===== src/rtl/router_wrap_pkg.sv =====
// Shared types and helpers for the router_wrap slice.
//   olck_state_e  : output-lock arbiter state encoding
//   ROUTER_NUM_IN : default number of input requesters per output port
//   onehot()      : binary index -> one-hot vector (32 bits; callers cast down)
package router_wrap_pkg;

  typedef enum logic {
    IDLE   = 1'b0,
    LOCKED = 1'b1
  } olck_state_e;

  localparam int unsigned ROUTER_NUM_IN = 4;

  function automatic logic [31:0] onehot(input int unsigned idx);
    onehot = 32'd1 << idx;
  endfunction

endpackage


===== src/rtl/router_wrap_rr_pick.sv =====
// Combinational round-robin picker.
//   req        : per-input request vector
//   rr_ptr     : highest-priority input for this pick
//   any        : at least one request present
//   winner_idx : first requesting input at or after rr_ptr, wrapping; 0 if none
module router_wrap_rr_pick #(
  parameter  int unsigned NUM_IN = 4,
  localparam int unsigned IDX_W  = $clog2(NUM_IN)
) (
  input  logic [NUM_IN-1:0] req,
  input  logic [IDX_W-1:0]  rr_ptr,
  output logic              any,
  output logic [IDX_W-1:0]  winner_idx
);

  always_comb begin
    int unsigned idx;
    idx        = 0;
    any        = 1'b0;
    winner_idx = '0;
    for (int unsigned k = 0; k < NUM_IN; k++) begin
      idx = (32'(rr_ptr) + k) % NUM_IN;
      if (!any && req[idx]) begin
        any        = 1'b1;
        winner_idx = IDX_W'(idx);
      end
    end
  end

endmodule


===== src/rtl/router_wrap_slice_olck_arbiter.sv =====
// Per-output-port lock arbiter. Round-robin grants one input, holds the lock
// from head to tail flit, and drives olck_d into the output-lock flop.
//   clk       : fabric clock
//   reset     : synchronous, active-low
//   req       : per-input head-flit request
//   tail      : per-input "current flit is tail"
//   flit_fire : granted input moves one flit this cycle
//   flush     : synchronous lock abort, keeps round-robin pointer
//   gnt       : registered one-hot grant, zero when unlocked
//   gnt_idx   : binary index of gnt, zero when unlocked
//   olck_d    : lock state, D input of the output-lock flop
//   busy      : same as olck_d, monitor tap
module router_wrap_slice_olck_arbiter
  import router_wrap_pkg::*;
#(
  parameter  int unsigned NUM_IN = ROUTER_NUM_IN,
  localparam int unsigned IDX_W  = $clog2(NUM_IN)
) (
  input  logic              clk,
  input  logic              reset,
  input  logic [NUM_IN-1:0] req,
  input  logic [NUM_IN-1:0] tail,
  input  logic              flit_fire,
  input  logic              flush,
  output logic [NUM_IN-1:0] gnt,
  output logic [IDX_W-1:0]  gnt_idx,
  output logic              olck_d,
  output logic              busy
);

  olck_state_e       state_q, state_n;
  logic [IDX_W-1:0]  rr_ptr_q, rr_ptr_n;
  logic [NUM_IN-1:0] gnt_q, gnt_n;
  logic [IDX_W-1:0]  idx_q, idx_n;

  logic              pick_any;
  logic [IDX_W-1:0]  pick_idx;

  router_wrap_rr_pick #(
    .NUM_IN (NUM_IN)
  ) u_rr_pick (
    .req        (req),
    .rr_ptr     (rr_ptr_q),
    .any        (pick_any),
    .winner_idx (pick_idx)
  );

  always_comb begin
    state_n  = state_q;
    rr_ptr_n = rr_ptr_q;
    gnt_n    = gnt_q;
    idx_n    = idx_q;
    unique case (state_q)
      IDLE: begin
        if (pick_any) begin
          state_n = LOCKED;
          gnt_n   = NUM_IN'(onehot(32'(pick_idx)));
          idx_n   = pick_idx;
        end
      end
      LOCKED: begin
        if (flit_fire && tail[idx_q]) begin
          state_n  = IDLE;
          gnt_n    = '0;
          idx_n    = '0;
          rr_ptr_n = (idx_q == IDX_W'(NUM_IN - 1)) ? '0 : idx_q + IDX_W'(1);
        end
      end
      default: begin
        state_n = IDLE;
        gnt_n   = '0;
        idx_n   = '0;
      end
    endcase
    // Flush overrides any grant or release, including the pointer advance.
    if (flush) begin
      state_n  = IDLE;
      gnt_n    = '0;
      idx_n    = '0;
      rr_ptr_n = rr_ptr_q;
    end
  end

  always_ff @(posedge clk) begin
    if (!reset) begin
      state_q  <= IDLE;
      rr_ptr_q <= '0;
      gnt_q    <= '0;
      idx_q    <= '0;
    end else begin
      state_q  <= state_n;
      rr_ptr_q <= rr_ptr_n;
      gnt_q    <= gnt_n;
      idx_q    <= idx_n;
    end
  end

  assign gnt     = gnt_q;
  assign gnt_idx = idx_q;
  assign olck_d  = (state_q == LOCKED);
  assign busy    = (state_q == LOCKED);

endmodule


===== config.mk =====
export PLATFORM = sky130hd
export DESIGN_NAME = router_wrap_slice_olck_arbiter
export DESIGN_NICKNAME = d
export VERILOG_FILES = /design/src/rtl/router_wrap_pkg.sv /design/src/rtl/router_wrap_rr_pick.sv /design/src/rtl/router_wrap_slice_olck_arbiter.sv
export SDC_FILE = /design/constraint.sdc
export NUM_CORES = 1
export LEC_CHECK = 0
export BUFFER_PORTS_ARGS = -buffer_cell sky130_fd_sc_hd__buf_4
export CAP_MARGIN = 30
export CORE_UTILIZATION = 35
export DETAILED_ROUTE_END_ITERATION = 10
export SLEW_MARGIN = 20
export SYNTH_ARGS = -nofsm -noshare
export SYNTH_HDL_FRONTEND = slang
export SYNTH_SLANG_ARGS = --single-unit

===== constraint.sdc =====
create_clock -name clk -period 1.9 [get_ports clk]
set_input_delay 0.19 -clock clk [delete_from_list [all_inputs] [get_ports clk]]
set_output_delay 0.19 -clock clk [all_outputs]
set_load 0.01 [all_outputs]

==> results.yml <==
detailed_routing:
  drtIter0Drc: 21
  antenna_left: 0
  wl_per_cell_microns: 11.7
  vias: 481
  drc: 0
  wl_microns: 1070
  viasPerCell: 5.29
  firstDrtPassIters: 4
global_route:
  grtUsageMet2_pct: 23.8
  grt_max_degree: 9
  antenna_found_initial: 0
  grt_overflow: 0
  grt_pass1_wl_microns: 1670
  grt_use_total_pct: 16.3
  grtUsageMet1_pct: 21.3
  top_usage_layer: "met2"
  grt_pass1_vias: 399
  grt.met3_usage_pct: 5.11
sta:
  period_share_pct: 79.4
  slew_headroom_pct: 64.0
  setup_viol: 0
  skew_ps: 0.628
  clock.fmax_mhz: 663
  finalSetupTns_ps: 0
  layout_setup_ws_ps: 392
  period_needed_ps: 1510
  rsz0062_at_grt: "false"
  drv_slew: 0
  worst_pin_slew_ps: 535
  finalHoldViolations: 0
clock_tree:
  h-tree-depth: 1
  cts_tree: "built"
  clk_pin_slew_ps: 60
  cts-root-buf: "clkbuf_4"
  holdBufCountCts: 0
  post_cts_resized: 0
  postCtsSetupBuffers: 0
  cts_sinks: 9
  clock_latency_ps: 250
  cts_buffers: 3
  clockBufferDepth: 2
pwr:
  ir_worst_vdd_mv: 0.335
  total_power_uw: 420
  leakage_nw: 0.290
  powerDensity_nw_per_um2: 625
yosys:
  ys_seq_area_share_pct: 36.6
  synth.avg_cell_area_sq_um: 9.11
  synth_cell_types: 30
  synth_cells: 54
  syn_area_sq_um: 492
  yosys_warnings: 0
  ys_ff_latch: 9
  syn_nets: 67
floorplanning:
  core_sq_um: 1300
  fp.dieH_microns: 39.5
  die_width_microns: 39.5
  num_rows: 13
  start_util_pct: 37.8
  dieArea_sq_um: 1560
  pin_count: 20
critical_path:
  crit_required_ps: 2090
  endpoint_kind: "register"
  worst_ep_arrival_time_ps: 1700
  cp_max_fo: 8
  path_class: "register to register"
  crit_chain: "nand3_1 -> o22a_1 -> or4_1 -> a21boi_1"
  cp-start-kind: "register"
  max_stage_delay_ps: 460
  slowest_stage: "dfxtp_1"
finish:
  multi_input_area_sq_um: 297
  final_cell_mix: "buf_4 (19), dfxtp_1 (9), nand2b_1 (3), nand2_1 (3), clkbuf_4 (3)"
  diodes: 0
  synthToLayoutAreaGrowth_pct: 36.6
  seqCellArea_sq_um: 180
  nets: 90
  final_util_pct: 51.6
  fillers: 134
  drive_above_1_share_pct: 32.9
  final_common_cell: "buf_4"
placed_design:
  pre_cts_ws_ps: 395
  port_buffers: 19
  hpwl_microns: 853
  gp_congestion: 0.674
flow_run:
  cap_violations: 0
status:
  status: "finished clean"
worst_hold_path:
  hold_class: "input pin to register"
sequential cells by signal, summed over array words and instances (netlist names):
| register | count |
|---|---|
| gnt_idx | 2 |
| busy | 1 |
| gnt | 4 |
| rr_ptr_q | 2 |
synth_stat cells (all sizes together):
| library cell | n | share of area, % |
|---|---|---|
| a21boi | 1 | 1.5 |
| a21o | 2 | 3.1 |
| a21oi | 2 | 2.0 |
| a221oi | 1 | 1.8 |
| a22o | 2 | 3.6 |
| buf | 1 | 1.5 |
| dfxtp | 9 | 37 |
| ha | 1 | 2.5 |
| inv | 2 | 1.5 |
| mux2 | 1 | 2.3 |
| mux2i | 2 | 4.1 |
| nand2 | 3 | 2.3 |
| nand2b | 3 | 3.8 |
| nand3 | 2 | 2.0 |
| nand3b | 1 | 1.5 |
| nor2 | 1 | 0.76 |
| nor2b | 2 | 2.5 |
| nor3 | 3 | 4.1 |
| nor4 | 2 | 2.5 |
| o2111ai | 1 | 1.8 |
| o211a | 1 | 2.0 |
| o211ai | 2 | 3.1 |
| o21ai | 2 | 2.0 |
| o22a | 1 | 1.8 |
| o22ai | 1 | 1.3 |
| o2bb2ai | 2 | 3.6 |
| o31ai | 1 | 1.5 |
| or2 | 1 | 1.3 |
| or4 | 1 | 1.5 |
layout make-up:
| class | count | area share (%) |
|---|---|---|
| Clock buffer | 4 | 3.91 |
| Multi-Input combinational cell | 42 | 44.1 |
| Inverter | 2 | 1.12 |
| Tap cell | 15 | 2.79 |
| Timing Repair Buffer | 19 | 21.2 |
| Sequential cell | 9 | 26.8 |
power by group:
group / internal, mW / switching [mW] / total (mW) / leakage (nW)
logic: 0.0387 / 0.0329 / 0.0716 / 0.202
registers: 0.194 / 0.00634 / 0.201 / 0.0732
clock network: 0.0809 / 0.0667 / 0.148 / 0.0150
total: 0.314 / 0.106 / 0.420 / 0.290
metrics by stage:
| step | instance area, sq um | hold slack (ps) | cells |
|---|---|---|---|
| CTS | 672 | 141 | 91 |
| floorplan | 492 | 291 | 54 |
| finish | 672 | 151 | 91 |
| global route | 672 | 151 | 91 |
| global placement | 646 | 412 | 87 |
| detailed placement | 646 | 416 | 87 |
per-layer routing:
| metal | vias up | routed length [microns] |
|---|---|---|
| met1 | 208 | 553 |
| met4 | 0 | 10 |
| li1 | 256 | - |
| met2 | 15 | 443 |
| met3 | 2 | 60 |
| met5 | - | 0 |
critical path, delay by kind of cell, from the launching register on:
kind	cells	cell delay, ps
compound gates	2	420
simple gates	2	560
flops	1	460
final timing paths:
kind / start / cells past startpoint / end / slack (ps)
worst max-delay path: busy$_SDFF_PP0_ / 4 / rr_ptr_q[0]$_SDFFE_PN0P_ / 390
worst min-delay path: flush / 2 / rr_ptr_q[1]$_SDFFE_PN0P_ / 150
worst min register to register: gnt[0]$_SDFFE_PP0P_ / 1 / gnt[0]$_SDFFE_PP0P_ / 470
worst max register to register: busy$_SDFF_PP0_ / 4 / rr_ptr_q[0]$_SDFFE_PN0P_ / 390
kinds of logic after synthesis:
group | count (synthesis) | share of synthesized area [%]
AND/OR/NAND/NOR | 19 | 22.4
AO/OA/AOI/OAI | 19 | 29.0
flip-flops | 9 | 36.6
multiplexers | 3 | 6.36
buffers and inverters | 3 | 3.05
adder cells (fa/ha/maj) | 1 | 2.54
Note: power is estimated with default switching activity, not from simulation.
